`src/rtl/cache_miss_arb.sv`:
```
// Round-robin arbiter funnelling cache-miss packets from NUM_REQ controllers into
// one registered downstream queue, routing in-order acks back to each packet's issuer.
module cache_miss_arb #(
    parameter int NUM_REQ         = 2,
    parameter int PKT_WIDTH       = 37,
    parameter int MAX_OUTSTANDING = 4
) (
    input  logic                         clk,
    input  logic                         reset,
    input  logic [NUM_REQ-1:0]           req_vld_i,
    output logic [NUM_REQ-1:0]           req_rdy_o,
    input  logic [NUM_REQ*PKT_WIDTH-1:0] req_dat_i,
    output logic [NUM_REQ-1:0]           req_ack_o,
    output logic                         qvld_o,
    input  logic                         qrdy_i,
    output logic [PKT_WIDTH-1:0]         qdat_o,
    input  logic                         ack_i,
    output logic                         busy_o,
    output logic                         err_o
);
    localparam int TW = $clog2(NUM_REQ);
    localparam int PW = $clog2(MAX_OUTSTANDING);
    localparam int CW = PW + 1;

    logic                 r_qvld;
    logic [PKT_WIDTH-1:0] r_qdat;
    logic [TW-1:0]        r_tag;
    logic [TW-1:0]        r_ptr;
    logic [TW-1:0]        r_own [MAX_OUTSTANDING];
    logic [PW-1:0]        r_wp;
    logic [PW-1:0]        r_rp;
    logic [CW-1:0]        r_cnt;
    logic [NUM_REQ-1:0]   r_ack;
    logic                 r_err;

    logic [CW-1:0] w_total;
    logic          w_slot;
    logic          w_qbeat;
    logic          w_pop;
    logic          w_gnt;
    logic [TW-1:0] w_gidx;

    assign w_total = CW'(r_qvld) + r_cnt;
    // An ack this cycle only frees its slot next cycle: the test uses registered state.
    assign w_slot  = (!r_qvld || qrdy_i) && (w_total < CW'(MAX_OUTSTANDING));
    assign w_qbeat = r_qvld && qrdy_i;
    assign w_pop   = ack_i && (r_cnt != '0);

    always_comb begin
        int idx;
        idx    = 0;
        w_gnt  = 1'b0;
        w_gidx = '0;
        for (int k = 0; k < NUM_REQ; k++) begin
            idx = int'(r_ptr) + k;
            if (idx >= NUM_REQ) idx = idx - NUM_REQ;
            if (w_slot && !w_gnt && req_vld_i[idx]) begin
                w_gnt  = 1'b1;
                w_gidx = TW'(idx);
            end
        end
    end

    always_comb begin
        req_rdy_o = '0;
        for (int i = 0; i < NUM_REQ; i++)
            req_rdy_o[i] = w_gnt && (w_gidx == TW'(i));
    end

    always_ff @(posedge clk) begin
        if (!reset) begin
            r_qvld <= 1'b0;
            r_qdat <= '0;
            r_tag  <= '0;
            r_ptr  <= '0;
            r_wp   <= '0;
            r_rp   <= '0;
            r_cnt  <= '0;
            r_ack  <= '0;
            r_err  <= 1'b0;
        end else begin
            if (w_gnt) begin
                r_qvld <= 1'b1;
                r_qdat <= req_dat_i[w_gidx*PKT_WIDTH +: PKT_WIDTH];
                r_tag  <= w_gidx;
                r_ptr  <= (w_gidx == TW'(NUM_REQ-1)) ? '0 : w_gidx + 1'b1;
            end else if (w_qbeat) begin
                r_qvld <= 1'b0;
            end
            if (w_qbeat) r_wp <= r_wp + 1'b1;
            if (w_pop)   r_rp <= r_rp + 1'b1;
            case ({w_qbeat, w_pop})
                2'b10:   r_cnt <= r_cnt + 1'b1;
                2'b01:   r_cnt <= r_cnt - 1'b1;
                default: r_cnt <= r_cnt;
            endcase
            r_ack <= '0;
            if (w_pop) r_ack[r_own[r_rp]] <= 1'b1;
            // Covers acks after reset and acks aimed at a packet not yet issued downstream.
            if (ack_i && (r_cnt == '0)) r_err <= 1'b1;
        end
    end

    // Owner tags need no reset; the count and pointers define which entries are live.
    always_ff @(posedge clk) begin
        if (reset && w_qbeat) r_own[r_wp] <= r_tag;
    end

    assign qvld_o    = r_qvld;
    assign qdat_o    = r_qdat;
    assign req_ack_o = r_ack;
    assign err_o     = r_err;
    assign busy_o    = r_qvld || (r_cnt != '0);
endmodule
```
`config.mk`:
```
export PLATFORM = sky130hd
export DESIGN_NAME = cache_miss_arb
export DESIGN_NICKNAME = d
export VERILOG_FILES = /design/src/rtl/cache_miss_arb.sv
export SDC_FILE = /design/constraint.sdc
export NUM_CORES = 1
export LEC_CHECK = 0
export BUFFER_PORTS_ARGS = -buffer_cell sky130_fd_sc_hd__buf_2
export CAP_MARGIN = 10
export CORE_MARGIN = 2
export CORE_UTILIZATION = 40
export CTS_BUF_LIST = sky130_fd_sc_hd__clkbuf_4 sky130_fd_sc_hd__clkbuf_8 sky130_fd_sc_hd__clkbuf_16
export CTS_CLUSTER_DIAMETER = 100
export DETAILED_ROUTE_END_ITERATION = 12
export HOLD_SLACK_MARGIN = 0.02
export PLACE_DENSITY_LB_ADDON = 0.12
export SLEW_MARGIN = 30
export SYNTH_ARGS = -nofsm -noshare
export SYNTH_HDL_FRONTEND = slang
export SYNTH_SLANG_ARGS = --single-unit
```
`constraint.sdc`:
```
create_clock -name clk -period 2.6 [get_ports clk]
set_input_delay 0.13 -clock clk [delete_from_list [all_inputs] [get_ports clk]]
set_output_delay 0.13 -clock clk [all_outputs]
set_load 0.01 [all_outputs]
```
==> impl_metrics.yaml <==
clock_tree:
  clock_sink_count: 56
  cts_tree: "built"
  post-cts-setup-buffers: 0
  cts.reportedPaths.clkPinSlew_ps: 90
  root_buffer: "sky130_fd_sc_hd__clkbuf_8"
  numCtsBuffers: 5
  post_cts_hold_buffer_count: 0
  cts-resized-gates: 0
  latest_clock_arrival_within_the_worst_skew_pair_ps: 310
  max-clock-path-buffers: 2
  ctsHtreeMaxLevel: 2
floorplanning:
  die_area_mm2: 0.007604
  top_level_ports: 124
  fp.dieH_um: 87.20
  fp.dieW_um: 87.20
  initial_core_util: 0.4098
  core_area_mm2: 0.006756
  placement_rows: 30
cells_and_area:
  n_fill_cell: 656
  antenna-diode-count: 0
  layout_cells_sized_above_1: 0.4743
  flow.area_growth_from_synthesis_pct: 27.11
  finish.utilization: 0.5209
  finalNetCount: 454
yosys:
  ys_warn_count: 0
  ys_async_sr_fraction: 0
  synth_largest_area_cell: "sky130_fd_sc_hd__dfxtp_1"
  most_repeated_cell_in_the_gate_level_netlist_after_synthesis: "sky130_fd_sc_hd__dfxtp_1"
  synthTopCellsByArea: "sky130_fd_sc_hd__dfxtp_1 (38%), sky130_fd_sc_hd__a211oi_2 (14%), sky130_fd_sc_hd__mux2i_1 (13%)"
  dominantRegCellSynth: "sky130_fd_sc_hd__dfxtp_1"
  yosys-top-cells-count: "sky130_fd_sc_hd__dfxtp_1 (52), sky130_fd_sc_hd__a21oi_1 (44), sky130_fd_sc_hd__mux2i_1 (37), sky130_fd_sc_hd__a211oi_2 (30)"
  synth_area_per_cell_um2: 10.77
  netlist_instances: 257
  synthDistinctLibCells: 36
  seq_area_frac_synth: 0.4193
  post_synth_instance_area_mm2: 0.002769
  synth_seq_cells: 56
  synth_nets: 343
  yosys.area.top_type_share: 0.3760
  synth_enable_flop_cells: 4
critical_path:
  worstSetupPathType: "reg2reg"
  worst_setup_path_end_kind: "register"
  worstPathCellList: "o31a_1 -> ha_1 -> inv_1 -> fa_1 -> xor2_1 -> or3_1 -> a21oi_1"
  worstPathBufferInverterCount: 1
  cpLargestDelayFamily: "flip-flops"
  worst_ep_arrival_time_ps: 2460
  worst-path-max-fanout: 8
  worst_setup_sp_type: "register"
  critical-path-max-stage-delay_ps: 590
  cpMaxStageDelayCell: "sky130_fd_sc_hd__dfxtp_1"
  cp_data_required_time_ps: 2840
routing:
  drt-wirelength-per-cell_um: 14.12
  dr.first_iter.drc_count: 74
  detail_route.first_pass.iterations: 4
  wl_um: 6339
  vias_per_cell: 5.089
  vias: 2285
  drcViolationCount: 0
  ant_nets: 0
grt:
  gr-usage-all-layers: 0.1674
  via_count_of_the_first_global_routing_pass: 2157
  first_pass_grt_wire_length_um: 10050
  number_of_antenna_violations_at_the_first_check_in_global_routing: 0
  grt_start_max_net_pins: 40
  globalRoute.totalOverflow: 0
sta:
  timing.final.crit_share: 0.8524
  tightestPinTransition_ps: 524.8
  finalSetupTns_ps: 0
  rsz0062_at_grt: "no"
  final_hold_viol_count: 0
  finalWorstPathRequiredPeriod_ps: 2216
  worst_clock_skew_ps: 4.351
  slew_limit_headroom: 0.6489
  max_freq_ghz: 0.4512
  setup_viol: 0
  final_count_of_pins_violating_max_slew: 0
power:
  powerDensity_mw_per_mm2: 724.8
  internal_power_mw: 1.676
  power.share.clock: 0.201
  power_switching_mw: 0.8755
  comb_power_share: 0.360
  leakage_nw: 1.690
  power_frac_seq: 0.439
  switching_fraction_of_total_power: 0.3432
  worst_ir_drop_vdd_v: 0.0002783
placement:
  place.port_buffers: 123
  final_gp_congestion: 0.7400
  hpwlAfterDp_um: 4405
hold_path:
  holdCritPathClass: "in2reg"
run:
  max_cap_violations: 0
outcome:
  status: "completed"
==> final cells by class <==
cell class,count,area (um2),area share
Inverter,7,28.78,0.008176
Clock buffer,8,97.59,0.02773
Tap cell,80,100.1,0.02844
Timing Repair Buffer,128,690.7,0.1962
Sequential cell,56,1161,0.3299
Multi-Input combinational cell,170,1441,0.4095
==> power groups by stage <==
stage / Combinational, mW / Clock, mW / Sequential (mW)
after floorplan: 0.620 / 0 / 1.17
after global placement: 0.920 / 0 / 1.14
after detailed placement: 0.931 / 0 / 1.14
after CTS: 0.934 / 0.533 / 1.12
after global routing: 1.01 / 0.573 / 1.14
final: 0.918 / 0.514 / 1.12
==> registers in the layout, summed over array words and instances, names as in the netlist, named ones only <==
register	count
r_cnt	3
err_o	1
r_rp	2
r_own	4
req_ack_o	2
r_wp	2
r_ptr	1
r_tag	1
qvld_o	1
qdat_o	37
==> worst min-delay path, stage by stage <==
cell and delay, ps:
sky130_fd_sc_hd__buf_2 90, sky130_fd_sc_hd__a21oi_1 50, sky130_fd_sc_hd__nor2_1 70
==> metrics by stage <==
step                hold WS, ps  power (mW)  instance area, um2  setup WS (ps)  cells
floorplan                 243.8       1.792                2769          654.7    257
global placement          392.0       2.056                3422          441.4    441
detailed placement        388.9       2.069                3422          388.9    441
CTS                       62.64       2.588                3520          365.5    449
global route              73.20       2.725                3520          178.3    449
finish                    68.76       2.551                3520          383.7    449
==> metal layers <==
layer | track usage | up-vias | part of all wire
met2 | 0.2817 | 70 | 0.48
li1 | - | 1153 | -
met3 | 0.04455 | 8 | 0.054
met1 | 0.2118 | 1054 | 0.45
met5 | 0 | - | 0
met4 | 0.04615 | 0 | 0.012
==> final timing paths <==
path / start / to / slack, ps / cells after the start
max: r_cnt[2]$_SDFFE_PN0P_ / r_cnt[2]$_SDFFE_PN0P_ / 380 / 7
min reg2reg: err_o$_SDFFE_PN0P_ / err_o$_SDFFE_PN0P_ / 480 / 2
max reg2reg: r_cnt[2]$_SDFFE_PN0P_ / r_cnt[2]$_SDFFE_PN0P_ / 380 / 7
min: ack_i / err_o$_SDFFE_PN0P_ / 70 / 3
==> cell families (layout without fill, tap and decap cells) <==
family	count (synthesis)	in the layout	share of synthesized area
flops	56	56	0.4193
xor+xnor	6	6	0.02169
fa+ha+maj	6	6	0.02982
simple gates	30	30	0.05558
mux	38	38	0.1419
buf+inv	31	143	0.06552
compound gates	90	90	0.2662
==> placed cells by master, fill, tap and decap left out, types with 2 or more instances in the layout <==
cell and instances:
sky130_fd_sc_hd__clkbuf_8 6, sky130_fd_sc_hd__dfxtp_1 52, sky130_fd_sc_hd__xor2_1 3, sky130_fd_sc_hd__a211oi_1 7, sky130_fd_sc_hd__inv_1 5, sky130_fd_sc_hd__a21oi_1 44, sky130_fd_sc_hd__buf_2 123, sky130_fd_sc_hd__nand2_1 5
sky130_fd_sc_hd__buf_4 2, sky130_fd_sc_hd__ha_1 5, sky130_fd_sc_hd__a211oi_2 30, sky130_fd_sc_hd__edfxtp_1 4, sky130_fd_sc_hd__xnor2_1 2, sky130_fd_sc_hd__and3_1 5, sky130_fd_sc_hd__mux2i_1 37, sky130_fd_sc_hd__nand2b_1 3
sky130_fd_sc_hd__o21a_1 2, sky130_fd_sc_hd__clkbuf_4 2, sky130_fd_sc_hd__nor2_1 9, sky130_fd_sc_hd__buf_12 3
Power figures use the tool's default switching activity.
